<file path="config.mk">
export PLATFORM = sky130hd
export DESIGN_NAME = frame_sequencer
export DESIGN_NICKNAME = d
export VERILOG_FILES = /design/src/rtl/apu_pkg.sv /design/src/rtl/frame_write_sync.sv /design/src/rtl/frame_sequencer.sv
export SDC_FILE = /design/constraint.sdc
export NUM_CORES = 1
export LEC_CHECK = 0
export ABC_CLOCK_PERIOD_IN_PS = 2900
export CAP_MARGIN = 20
export CORE_MARGIN = 10
export CORE_UTILIZATION = 30
export CTS_BUF_LIST = sky130_fd_sc_hd__clkbuf_8
export CTS_CLUSTER_DIAMETER = 40
export CTS_CLUSTER_SIZE = 20
export DETAILED_ROUTE_END_ITERATION = 8
export DONT_BUFFER_PORTS = 1
export HOLD_SLACK_MARGIN = 0.15
export PLACE_DENSITY_LB_ADDON = 0.3
export SYNTH_ARGS = -nofsm -noshare
export SYNTH_HDL_FRONTEND = slang
export SYNTH_SLANG_ARGS = --single-unit
export TNS_END_PERCENT = 1
</file>
<file path="constraint.sdc">
create_clock -name clk -period 2.9 [get_ports clk]
set_clock_uncertainty 0.2 [all_clocks]
set_input_delay 0.58 -clock clk [delete_from_list [all_inputs] [get_ports clk]]
set_output_delay 0.58 -clock clk [all_outputs]
set_load 0.02 [all_outputs]
</file>
<file path="src/rtl/apu_pkg.sv">
// Shared APU frame-counter constants, $4017 bit positions and write-FSM state type.
package apu_pkg;

    localparam int STEP1   = 7457;
    localparam int STEP2   = 14913;
    localparam int STEP3   = 22371;
    localparam int STEP4   = 29829;
    localparam int PERIOD4 = 29830;
    localparam int STEP5   = 37281;
    localparam int PERIOD5 = 37282;

    localparam int MODE_BIT = 7;
    localparam int INH_BIT  = 6;

    typedef enum logic {
        IDLE    = 1'b0,
        PENDING = 1'b1
    } wr_state_t;

endpackage

</file>
<file path="src/rtl/frame_write_sync.sv">
// Holds a $4017 mode write until its apply tick. Build option FRAME_WRITE_DELAY_EN
// moves the apply tick from the 1st to the 3rd cpu_ce after the write.
module frame_write_sync
    import apu_pkg::*;
(
    input  logic clk,
    input  logic rst,
    input  logic cpu_ce,
    input  logic wr_4017,
    input  logic mode_bit,
    output logic apply,
    output logic pend_mode
);

    wr_state_t state, state_nx;
    logic      dly_done;

`ifdef FRAME_WRITE_DELAY_EN
    logic [1:0] dly;

    assign dly_done = (dly == 2'd2);

    // Counts cpu_ce ticks spent in PENDING; a rewrite starts the count over.
    always_ff @(posedge clk) begin
        if (rst) begin
            dly <= 2'd0;
        end else if (wr_4017) begin
            dly <= 2'd0;
        end else if (state == PENDING && cpu_ce && !dly_done) begin
            dly <= dly + 2'd1;
        end
    end
`else
    assign dly_done = 1'b1;
`endif

    always_ff @(posedge clk) begin
        if (rst) begin
            state <= IDLE;
        end else begin
            state <= state_nx;
        end
    end

    always_ff @(posedge clk) begin
        if (wr_4017) begin
            pend_mode <= mode_bit;
        end
    end

    // A write on the same edge as cpu_ce never applies on that edge.
    always_comb begin
        state_nx = state;
        apply    = 1'b0;
        if (wr_4017) begin
            state_nx = PENDING;
        end else if (state == PENDING && cpu_ce && dly_done) begin
            apply    = 1'b1;
            state_nx = IDLE;
        end
    end

endmodule

</file>
<file path="src/rtl/frame_sequencer.sv">
// APU frame counter: quarter/half-frame pulses, $4017 mode/inhibit and frame IRQ.
// Optional build macro FRAME_WRITE_DELAY_EN (see frame_write_sync) delays mode writes.
module frame_sequencer #(
    parameter int CNT_W   = 16,
    parameter int STEP1   = apu_pkg::STEP1,
    parameter int STEP2   = apu_pkg::STEP2,
    parameter int STEP3   = apu_pkg::STEP3,
    parameter int STEP4   = apu_pkg::STEP4,
    parameter int PERIOD4 = apu_pkg::PERIOD4,
    parameter int STEP5   = apu_pkg::STEP5,
    parameter int PERIOD5 = apu_pkg::PERIOD5
) (
    input  logic       clk,
    input  logic       rst,
    input  logic       cpu_ce,
    input  logic       wr_4017,
    input  logic [7:0] din,
    input  logic       rd_4015,
    output logic       quarter_clk,
    output logic       half_clk,
    output logic       irq,
    output logic       mode_o,
    output logic [2:0] step_o
);

    if (PERIOD4 > (1 << CNT_W) - 1 || PERIOD5 > (1 << CNT_W) - 1) begin : g_bad_cnt_w
        $error("frame_sequencer: frame periods do not fit in CNT_W bits");
    end

    localparam logic [CNT_W-1:0] S1 = CNT_W'(STEP1);
    localparam logic [CNT_W-1:0] S2 = CNT_W'(STEP2);
    localparam logic [CNT_W-1:0] S3 = CNT_W'(STEP3);
    localparam logic [CNT_W-1:0] S4 = CNT_W'(STEP4);
    localparam logic [CNT_W-1:0] S5 = CNT_W'(STEP5);
    localparam logic [CNT_W-1:0] P4 = CNT_W'(PERIOD4);
    localparam logic [CNT_W-1:0] P5 = CNT_W'(PERIOD5);

    logic [CNT_W-1:0] cnt, cnt_inc, cnt_nx;
    logic             mode, inhibit, apply, pend_mode;
    logic [2:0]       step;
    logic             wrap, ev_quarter, ev_half, irq_set;
    logic             unused_din;

    assign unused_din = ^din[5:0];

    frame_write_sync u_wsync (
        .clk       (clk),
        .rst       (rst),
        .cpu_ce    (cpu_ce),
        .wr_4017   (wr_4017),
        .mode_bit  (din[apu_pkg::MODE_BIT]),
        .apply     (apply),
        .pend_mode (pend_mode)
    );

    // Decode runs on the post-increment value so the pulse lands on the same edge.
    always_comb begin
        cnt_inc    = cnt + CNT_W'(1);
        wrap       = (cnt_inc == (mode ? P5 : P4));
        cnt_nx     = wrap ? '0 : cnt_inc;
        ev_half    = (cnt_nx == S2) || (cnt_nx == (mode ? S5 : S4));
        ev_quarter = ev_half || (cnt_nx == S1) || (cnt_nx == S3);
        irq_set    = cpu_ce && !apply && !mode && !inhibit &&
                     ((cnt_nx == P4 - CNT_W'(2)) || (cnt_nx == P4 - CNT_W'(1)) || wrap);
    end

    always_ff @(posedge clk) begin
        if (rst) begin
            cnt         <= '0;
            mode        <= 1'b0;
            inhibit     <= 1'b0;
            irq         <= 1'b0;
            quarter_clk <= 1'b0;
            half_clk    <= 1'b0;
            step        <= 3'd0;
        end else begin
            quarter_clk <= 1'b0;
            half_clk    <= 1'b0;
            if (cpu_ce) begin
                if (apply) begin
                    cnt         <= '0;
                    mode        <= pend_mode;
                    step        <= 3'd0;
                    quarter_clk <= pend_mode;
                    half_clk    <= pend_mode;
                end else begin
                    cnt         <= cnt_nx;
                    quarter_clk <= ev_quarter;
                    half_clk    <= ev_half;
                    if (wrap) begin
                        step <= 3'd0;
                    end else if (ev_quarter) begin
                        step <= step + 3'd1;
                    end
                end
            end
            // Set beats a read-clear; an inhibiting write beats both.
            if (irq_set) begin
                irq <= 1'b1;
            end else if (rd_4015) begin
                irq <= 1'b0;
            end
            if (wr_4017) begin
                inhibit <= din[apu_pkg::INH_BIT];
                if (din[apu_pkg::INH_BIT]) begin
                    irq <= 1'b0;
                end
            end
        end
    end

    assign mode_o = mode;
    assign step_o = step;

endmodule

</file>
# [Word-level counts from Yosys, hierarchy flattened]
# Index checks and enable logic that the tools add are counted.
[word_totals] register_bits=26 latchBits=0 ram_bits=0 mem_bits_ro=0 inputBits=13 out_inout_bits=7 wordCells=54 memories=0
[op_classes] n_addsub=2 n_mul=0 n_div=0 order_cmp=0 n_eq_ne=7 shift=0 mux=17 n_bitwise=1 reduce_logical=18
[ops] cell="$mux W16" n=4
[ops] cell="$eq A16 B15 Y1 const B" n=3
[ops] cell="$eq A16 B16 Y1" n=2
[ops] cell="$add A16 B1 Y16 const B" n=1
[ops] cell="$eq A16 B13 Y1 const B" n=1
[ops] cell="$eq A16 B14 Y1 const B" n=1
[ops] cell="$mux W1" n=10
[ops] cell="$mux W3" n=3
[ops] cell="$logic_and A1 B1 Y1" n=5
[ops] cell="$logic_or A1 B1 Y1" n=5
[ops] cell="$reduce_and A2 Y1" n=2
[ops] cell="$add A3 B1 Y3 const B" n=1
[ops] cell="$logic_not A1 Y1" n=3
[ops] cell="$reduce_bool A3 Y1" n=1
[ops] cell="$reduce_bool A2 Y1" n=1
[ops] cell="$reduce_or A2 Y1" n=1
[ops] cell="$not A1 Y1" n=1

# [Depth between registers and ports, before layout]
# Gate-level depths: netlist of run 1.
[logic_depth] word_depth=11 mapped_depth=11 mapped_depth_nobuf=10

# [By module]
# A second synthesis of run 1 with hierarchy kept.
[hier_totals] hier_cells=273 hier_area_um2=2135.8
[modules_own_cells] module="frame_sequencer" instances=1 cells_each=267 area_per_inst_um2=2059.5
[modules_own_cells] module="frame_write_sync" instances=1 cells_each=6 area_per_inst_um2=76.3

# [Least setup slack after synthesis of run 1]
# OpenSTA, ideal clock, no wires.
[synth_path] path_kind="register to register" from="register cnt[1]" to="register step[2] (netlist: step_o[2])" setup_time_ps=62 arrival_time_ps=2784 setup_slack_ps=-146 stages_incl_launch_ff=12 n_path_buf=1 path_cell_list="dfxtp_1 ha_1 nand3_2 buf_6 or4_4 xor2_2 nor4_4 o21ai_1 o22ai_2 a31oi_2 or4_1 nand3_1"
[synth_via] elab_chain_len=9
[synth_lines] item="start, declared" line_no="frame_sequencer.sv:38" rtl="logic [CNT_W-1:0] cnt, cnt_inc, cnt_nx;"
[synth_lines] item="start signal, assigned" line_no="frame_sequencer.sv:87" rtl="cnt <= cnt_nx;"
[synth_lines] item="$add A16 B1 Y16 (*)" line_no="frame_sequencer.sv:58" rtl="cnt_inc = cnt + CNT_W'(1);"
[synth_lines] item="$eq A16 B16 Y1" line_no="frame_sequencer.sv:59" rtl="wrap = (cnt_inc == (mode ? P5 : P4));"
[synth_lines] item="$mux W16" line_no="frame_sequencer.sv:60" rtl="cnt_nx = wrap ? '0 : cnt_inc;"
[synth_lines] item="$eq A16 B14 Y1 / $eq A16 B16 Y1 (equally long branches)" line_no="frame_sequencer.sv:61" rtl="ev_half = (cnt_nx == S2) || (cnt_nx == (mode ? S5 : S4));"
[synth_lines] item="$logic_or A1 B1 Y1" line_no="frame_sequencer.sv:61"
[synth_lines] item="$logic_or A1 B1 Y1 (2 in a row)" line_no="frame_sequencer.sv:62" rtl="ev_quarter = ev_half || (cnt_nx == S1) || (cnt_nx == S3);"
[synth_lines] item="$reduce_bool A3 Y1 (no line)"
[synth_lines] item="$reduce_and A2 Y1 (no line)"
[synth_lines] item="end signal, assigned" line_no="frame_sequencer.sv:93" rtl="step <= step + 3'd1;"
[synth_lines] item="end, declared" line_no="frame_sequencer.sv:40" rtl="logic [2:0] step;"
# Mark *: on every way between the ends. The rest lies on a longest branch, timed or not.
# A chain may end at the register's enable or synchronous reset.

# [Final worst setup path of run 1]
[layout_path] from="register cnt[3]" to="register step[2] (netlist: step_o[2])"
# The elaborated chain is that of the path after synthesis.

==> flow_summary.json, run 1 <==
{
  "worst_pin_slew_ps": 609.4,
  "clkPwrFrac_pct": 41.3,
  "crit_slowest_cell": "or4_1",
  "antenna_found_initial": 0,
  "synth_ff_type": "dfxtp_1",
  "synth-adder-area-share_pct": 3.388,
  "critPathBufInv": 1,
  "gr-total-overflow": 0,
  "power_frac_comb_pct": 9.5,
  "die_h_um": 98.46,
  "synthMuxAreaShare_pct": 1.626,
  "syn_inst": 230,
  "clk_pin_slew_ps": 100,
  "final.min_clock_period_ps": 2900,
  "yosysTopAreaCellShare_pct": 27.10,
  "synthSimpleGateAreaFrac_pct": 32.05,
  "die_width_um": 98.46,
  "p_sw_share_pct": 23.15,
  "synthesis.nets": 248,
  "port-buffer-count": 0,
  "drtPass1Iterations": 4,
  "endpoint": "step_o[2]$_SDFFE_PP0P_",
  "globalplace.congestion": 0.8640,
  "final.setup.worst_slack_ps": 0.2420,
  "multi_input_area_sq_um": 1350,
  "synthTopCellsByArea": "dfxtp_1 27%, nor2_1 5.3%, xnor2_1 3.8%",
  "avgSynthCellArea_sq_um": 8.029,
  "cts.path.max_buffers": 2,
  "cp-startpoint": "cnt[3]$_SDFFE_PP0P_",
  "reg2reg_depth": 10,
  "placed_area_sq_um": 2241,
  "power.leakage_nw": 0.9405,
  "grt_pass1_vias": 1764,
  "placed_cells": 336,
  "dieArea_sq_um": 9694,
  "yosysMostFrequentCell": "nor2_1",
  "ios": 20,
  "via_per_inst": 5.394,
  "holdCritPathClass": "input port to flip-flop",
  "cts.sinks": 26,
  "power.density_nw_per_um2": 293.8,
  "worstPathArrival_ps": 2920,
  "intPower_mw": 0.5816,
  "grt_pass1_wl_um": 8611,
  "detailed_place_hpwl_um": 3900,
  "setup_violations": 0,
  "fillers": 597,
  "cts_tree": "built",
  "h-tree-depth": 1,
  "rsz0062_at_grt": "yes",
  "synth_seq_area_share_pct": 28.73,
  "path_cells": "nand4_4 -> buf_4 -> nor3b_2 -> o21ai_1 -> or4_1 -> a21o_1 -> o22ai_2 -> a31oi_2 -> or4_1 -> nand3_1",
  "synth_compound_area_share_pct": 21.34,
  "ir_worst_vdd_mv": 0.2127,
  "worstPathMaxFanout": 4,
  "cts-root-buf": "clkbuf_8",
  "cts_inserted_buffers": 3,
  "area_growth_pct": 39.50,
  "status": "finished clean",
  "vias": 1888,
  "nets": 294,
  "rows": 28,
  "end_kind": "flip-flop",
  "n_antenna_cell": 0,
  "synth_top_family_by_area": "simple AND/OR/NAND/NOR gates",
  "grt_max_degree": 23,
  "seq_power_share_pct": 49.2,
  "fin_cells": 350,
  "crit_type": "flip-flop to flip-flop",
  "max_stage_delay_ps": 540,
  "ys_seq_elements": 26,
  "cp_common_cell": "or4_1",
  "synth_xor_area_share_pct": 6.098,
  "register_area_sq_um": 546.8,
  "drt_iter0_drc": 134,
  "netlist_area_sq_um": 1847,
  "p_sw_mw": 0.1752,
  "final_cell_area_sq_um": 2576,
  "worst_ep_required_time_ps": 2920,
  "yosysTopAreaCell": "dfxtp_1",
  "ys_warn_count": 0,
  "r2r-start": "cnt[3]$_SDFFE_PP0P_",
  "drc": 0,
  "fin_crit_sh_pct": 99.99,
  "finalWirelength_um": 5464,
  "fmax_mhz": 344.9,
  "place_ws_ps": -89.97,
  "crit_cells": 10,
  "grtUsageTotal_pct": 10.52,
  "start_util_pct": 31.01,
  "synth.distinct_cells": 52,
  "crit_family": "simple AND/OR/NAND/NOR gates",
  "critPathLaunchType": "flip-flop",
  "rrSetupSlack_ps": 0.2,
  "synthTopCellsByCount": "26 x nor2_1, 25 x dfxtp_1, 13 x a21oi_1, 13 x inv_1",
  "slew_viol_final": 0,
  "timing.rr.end": "step_o[2]$_SDFFE_PP0P_",
  "synth-edff-count": 1,
  "hold_violations": 0,
  "clk_latency_ps": 280,
  "final_layout_size_suffix_gt1_share_pct": 33.82,
  "maxCapViolations": 0,
  "wire_per_inst_um": 15.61,
  "ant_nets": 0,
  "slew_headroom_pct": 59.18,
  "power_mw": 0.7568,
  "async_flop_share_pct": 0,
  "coreArea_sq_um": 5956
}
==> layout make-up <==
| cell class | count | area share, % |
|---|---|---|
| Clock buffer | 3 | 1.603 |
| Timing Repair Buffer | 56 | 17.92 |
| Sequential cell | 26 | 21.22 |
| Tap cell | 75 | 3.643 |
| Multi-Input combinational cell | 175 | 52.40 |
| Inverter | 14 | 2.040 |
| Clock inverter | 1 | 1.166 |
==> sequential cells by signal, summed over array words and instances (netlist names) <==
| signal | count |
|---|---|
| half_clk | 1 |
| u_wsync.state | 1 |
| mode_o | 1 |
| step_o | 3 |
| quarter_clk | 1 |
| inhibit | 1 |
| u_wsync.pend_mode | 1 |
| cnt | 16 |
| irq | 1 |
==> through the flow <==
stage                     util, %  hold slack [ps]  setup TNS, ps
after floorplan                 -            254.9              0
final                       43.26            162.4              0
after detailed placement    37.63            290.8         -145.2
after global placement      37.63            286.0         -311.0
after CTS                   39.85            154.0         -41.31
after global routing        43.26            154.8         -430.5
==> cells in the final DEF (no fill, tap or decap), types with 3 or more instances in the layout <==
cell type,n
a21oi_1,12
a22oi_1,6
a311oi_1,4
a31oi_1,3
and3_1,3
buf_4,45
buf_6,3
clkbuf_8,3
dfxtp_1,18
dfxtp_2,4
dfxtp_4,3
dlygate4sd3_1,7
ha_1,4
inv_1,13
mux2i_1,3
nand2_1,12
nand2b_1,5
nand3_1,9
nand4_1,4
nor2_1,25
nor3_1,10
nor4_1,5
nor4_4,3
o211ai_1,3
o21ai_0,7
or4_1,3
xnor2_1,6
xor2_2,3
==> cells by family (layout without fill, tap and decap cells) <==
logic type,Yosys count,count (layout)
simple gates,98,98
compound gates,57,57
buf+inv,29,74
flops,26,26
xor+xnor,12,12
fa+ha+maj,5,5
mux,3,3
==> metal layers <==
| metal | up-vias | track usage, % | wire length (um) |
|---|---|---|---|
| met1 | 893 | 12.89 | 2463 |
| met2 | 54 | 17.50 | 2612 |
| met5 | - | 0 | 0 |
| met4 | 0 | 4.631 | 128 |
| li1 | 933 | - | - |
| met3 | 8 | 1.885 | 259 |
==> worst register-to-register path: stages (launching register included) <==
cell	delay (ps)
dfxtp_2	410
nand4_4	160
buf_4	170
nor3b_2	240
o21ai_1	140
or4_1	540
a21o_1	180
o22ai_2	170
a31oi_2	80
or4_1	490
nand3_1	70
==> worst min path at each step <==
stage                                     startpoint                    endpoint  slack [ps]  depth (start not counted)
final                                            rst         cnt[5]$_SDFFE_PP0P_         160                          1
after global routing                             rst        cnt[10]$_SDFFE_PP0P_         150                          1
after detailed placement  u_wsync.state$_SDFFE_PP0P_  u_wsync.state$_SDFFE_PP0P_         290                          2
after CTS                                        rst         cnt[3]$_SDFFE_PP0P_         150                          1
after floorplan                 inhibit$_SDFFE_PP0P_        inhibit$_SDFFE_PP0P_         250                          2
after global placement    u_wsync.state$_SDFFE_PP0P_  u_wsync.state$_SDFFE_PP0P_         290                          2
==> power groups by stage <==
stage | clock network (mW) | registers (mW) | logic, mW
after floorplan | 0 | 0.380 | 0.0392
after global placement | 0 | 0.381 | 0.0580
after detailed placement | 0 | 0.381 | 0.0584
after CTS | 0.319 | 0.373 | 0.0623
after global routing | 0.337 | 0.374 | 0.0790
final | 0.312 | 0.372 | 0.0721
==> timing repair <==
action / 4_1_cts / 5_1_grt
hold buffers: 2 / 5
gates cloned: 0 / 0
endpoints found under the hold margin: 2 / 12
setup endpoints to repair: 6 / 16
setup buffers: 0 / 3
resized for setup: 9 / 27
pin swaps: 0 / 12
(Power assumes the default switching activity.)
==> run 2, diff against run 1 <==
--- a/config.mk
+++ b/config.mk
@@ -8,7 +8,7 @@
 export ABC_CLOCK_PERIOD_IN_PS = 2900
 export CAP_MARGIN = 20
 export CORE_MARGIN = 10
-export CORE_UTILIZATION = 30
+export CORE_UTILIZATION = 40
 export CTS_BUF_LIST = sky130_fd_sc_hd__clkbuf_8
 export CTS_CLUSTER_DIAMETER = 40
 export CTS_CLUSTER_SIZE = 20
==> run 2 against run 1 <==
The run now ends with setup timing left; sequential power is essentially flat; fmax is 0.19% lower; critical path depth up 1; combinational power shrank 5.3%; clock power hardly changed; core utilization grew 12 points.
==> flow_summary.json, run 2 (synthesized netlist as in run 1, its figures left out) <==
{
  "cts_tree": "built",
  "clk_latency_ps": 280,
  "critPathLaunchType": "flip-flop",
  "end_kind": "flip-flop",
  "register_area_sq_um": 541.8,
  "placed_cells": 304,
  "drc": 0,
  "worst_ep_required_time_ps": 2920,
  "final.min_clock_period_ps": 2905,
  "ir_worst_vdd_mv": 0.1923,
  "coreArea_sq_um": 4414,
  "drt_iter0_drc": 166,
  "seq_power_share_pct": 49.6,
  "grtUsageTotal_pct": 13.47,
  "rows": 24,
  "cts_inserted_buffers": 3,
  "fin_tns_setup_ps": -5.177,
  "cts.sinks": 26,
  "maxCapViolations": 0,
  "clk_pin_slew_ps": 100,
  "power.density_nw_per_um2": 306.2,
  "final_layout_size_suffix_gt1_share_pct": 31.95,
  "failed_checks": "setup timing",
  "ant_nets": 0,
  "dieArea_sq_um": 7734,
  "detailed_place_hpwl_um": 3639,
  "slew_headroom_pct": 49.73,
  "crit_type": "flip-flop to flip-flop",
  "power.leakage_nw": 0.8969,
  "grt_max_degree": 22,
  "die_h_um": 87.95,
  "power_frac_comb_pct": 9.1,
  "power_mw": 0.7477,
  "mostFrequentLayoutCell": "buf_4",
  "holdCritPathClass": "input port to flip-flop",
  "grt_pass1_wl_um": 8480,
  "fillers": 390,
  "multi_input_area_sq_um": 1338,
  "n_antenna_cell": 0,
  "fin_cells": 318,
  "cts.path.max_buffers": 2,
  "grt_pass1_vias": 1765,
  "nets": 285,
  "ios": 20,
  "regMostFlops": "cnt",
  "h-tree-depth": 1,
  "gr-total-overflow": 0,
  "port-buffer-count": 0,
  "intPower_mw": 0.5790,
  "setup_violations": 1,
  "cts-root-buf": "clkbuf_8",
  "wire_per_inst_um": 16.15,
  "die_width_um": 87.95,
  "worstPathArrival_ps": 2930,
  "final.setup.worst_slack_ps": -5.177,
  "finalWirelength_um": 5135,
  "globalplace.congestion": 0.9338,
  "area_growth_pct": 32.25,
  "fmax_mhz": 344.2,
  "slew_viol_final": 0,
  "p_sw_share_pct": 22.56,
  "fin_util_pct": 55.33,
  "worstPathMaxFanout": 5,
  "drtPass1Iterations": 4,
  "fin_crit_sh_pct": 100.2,
  "vias": 1891,
  "antenna_found_initial": 0,
  "start_util_pct": 41.84,
  "clkPwrFrac_pct": 41.3,
  "final_cell_mix": "43 x buf_4, 26 x nor2_1, 20 x dfxtp_1",
  "rsz0062_at_grt": "yes",
  "place_ws_ps": -106.7,
  "via_per_inst": 5.947,
  "worst_pin_slew_ps": 752.5,
  "hold_violations": 0,
  "status": "complete, but fails checks",
  "p_sw_mw": 0.1687,
  "largest_reg_flops": 16
}
## run 2: power groups by stage
stage	Clock (mW)	Sequential [mW]	Combinational [mW]
floorplan	0	0.380	0.0392
global placement	0	0.380	0.0564
detailed placement	0	0.380	0.0567
CTS	0.316	0.371	0.0610
global route	0.326	0.372	0.0749
finish	0.309	0.371	0.0683
## run 2: final timing paths
path | startpoint | to | slack, ps | depth (start not counted)
max | cnt[1]$_SDFFE_PP0P_ | step_o[2]$_SDFFE_PP0P_ | -5 | 11
min | rst | cnt[5]$_SDFFE_PP0P_ | 160 | 1
max reg2reg | cnt[1]$_SDFFE_PP0P_ | step_o[2]$_SDFFE_PP0P_ | -5 | 11
min reg2reg | u_wsync.state$_SDFFE_PP0P_ | u_wsync.state$_SDFFE_PP0P_ | 310 | 2
## run 2: critical path, stage by stage (launching register included)
cell      delay [ps]
dfxtp_4          390
ha_4             150
nand3_4          120
buf_6            150
nor4_4           310
xnor2_2          140
and4_1           230
o211ai_1         320
nor3b_4          280
nand2_1           80
or4_1            390
nand3_1           70
## run 2: routing by layer
layer / vias up / global-route usage (%) / share of wire, %
met4: 0 / 6.522 / 3.3
met5: - / 0 / 0
li1: 922 / - / -
met1: 874 / 17.20 / 44
met3: 19 / 2.228 / 6.5
met2: 76 / 21.43 / 46
## run 2: cell type report
cell class                      count  area share [%]
Multi-Input combinational cell    175           54.76
Sequential cell                    26           22.18
Timing Repair Buffer               47           15.32
Tap cell                           52           2.664
Inverter                           14           2.152
Clock buffer                        3           1.691
Clock inverter                      1           1.230
## run 2: through the flow
step / hold WS (ps) / area (sq um)
after floorplan: 254.9 / 1862
after global placement: 286.1 / 2145
after detailed placement: 294.6 / 2145
after CTS: 152.4 / 2322
after global routing: 151.6 / 2442
final: 156.8 / 2442
## run 2: timing repair
| item | in CTS | in global routing |
|---|---|---|
| hold endpoints to repair | 3 | 6 |
| hold buffers | 1 | 1 |
| setup buffers | 3 | 5 |
| gates resized for setup | 14 | 15 |
| pin swaps | 8 | 12 |
| setup endpoints to repair | 5 | 16 |
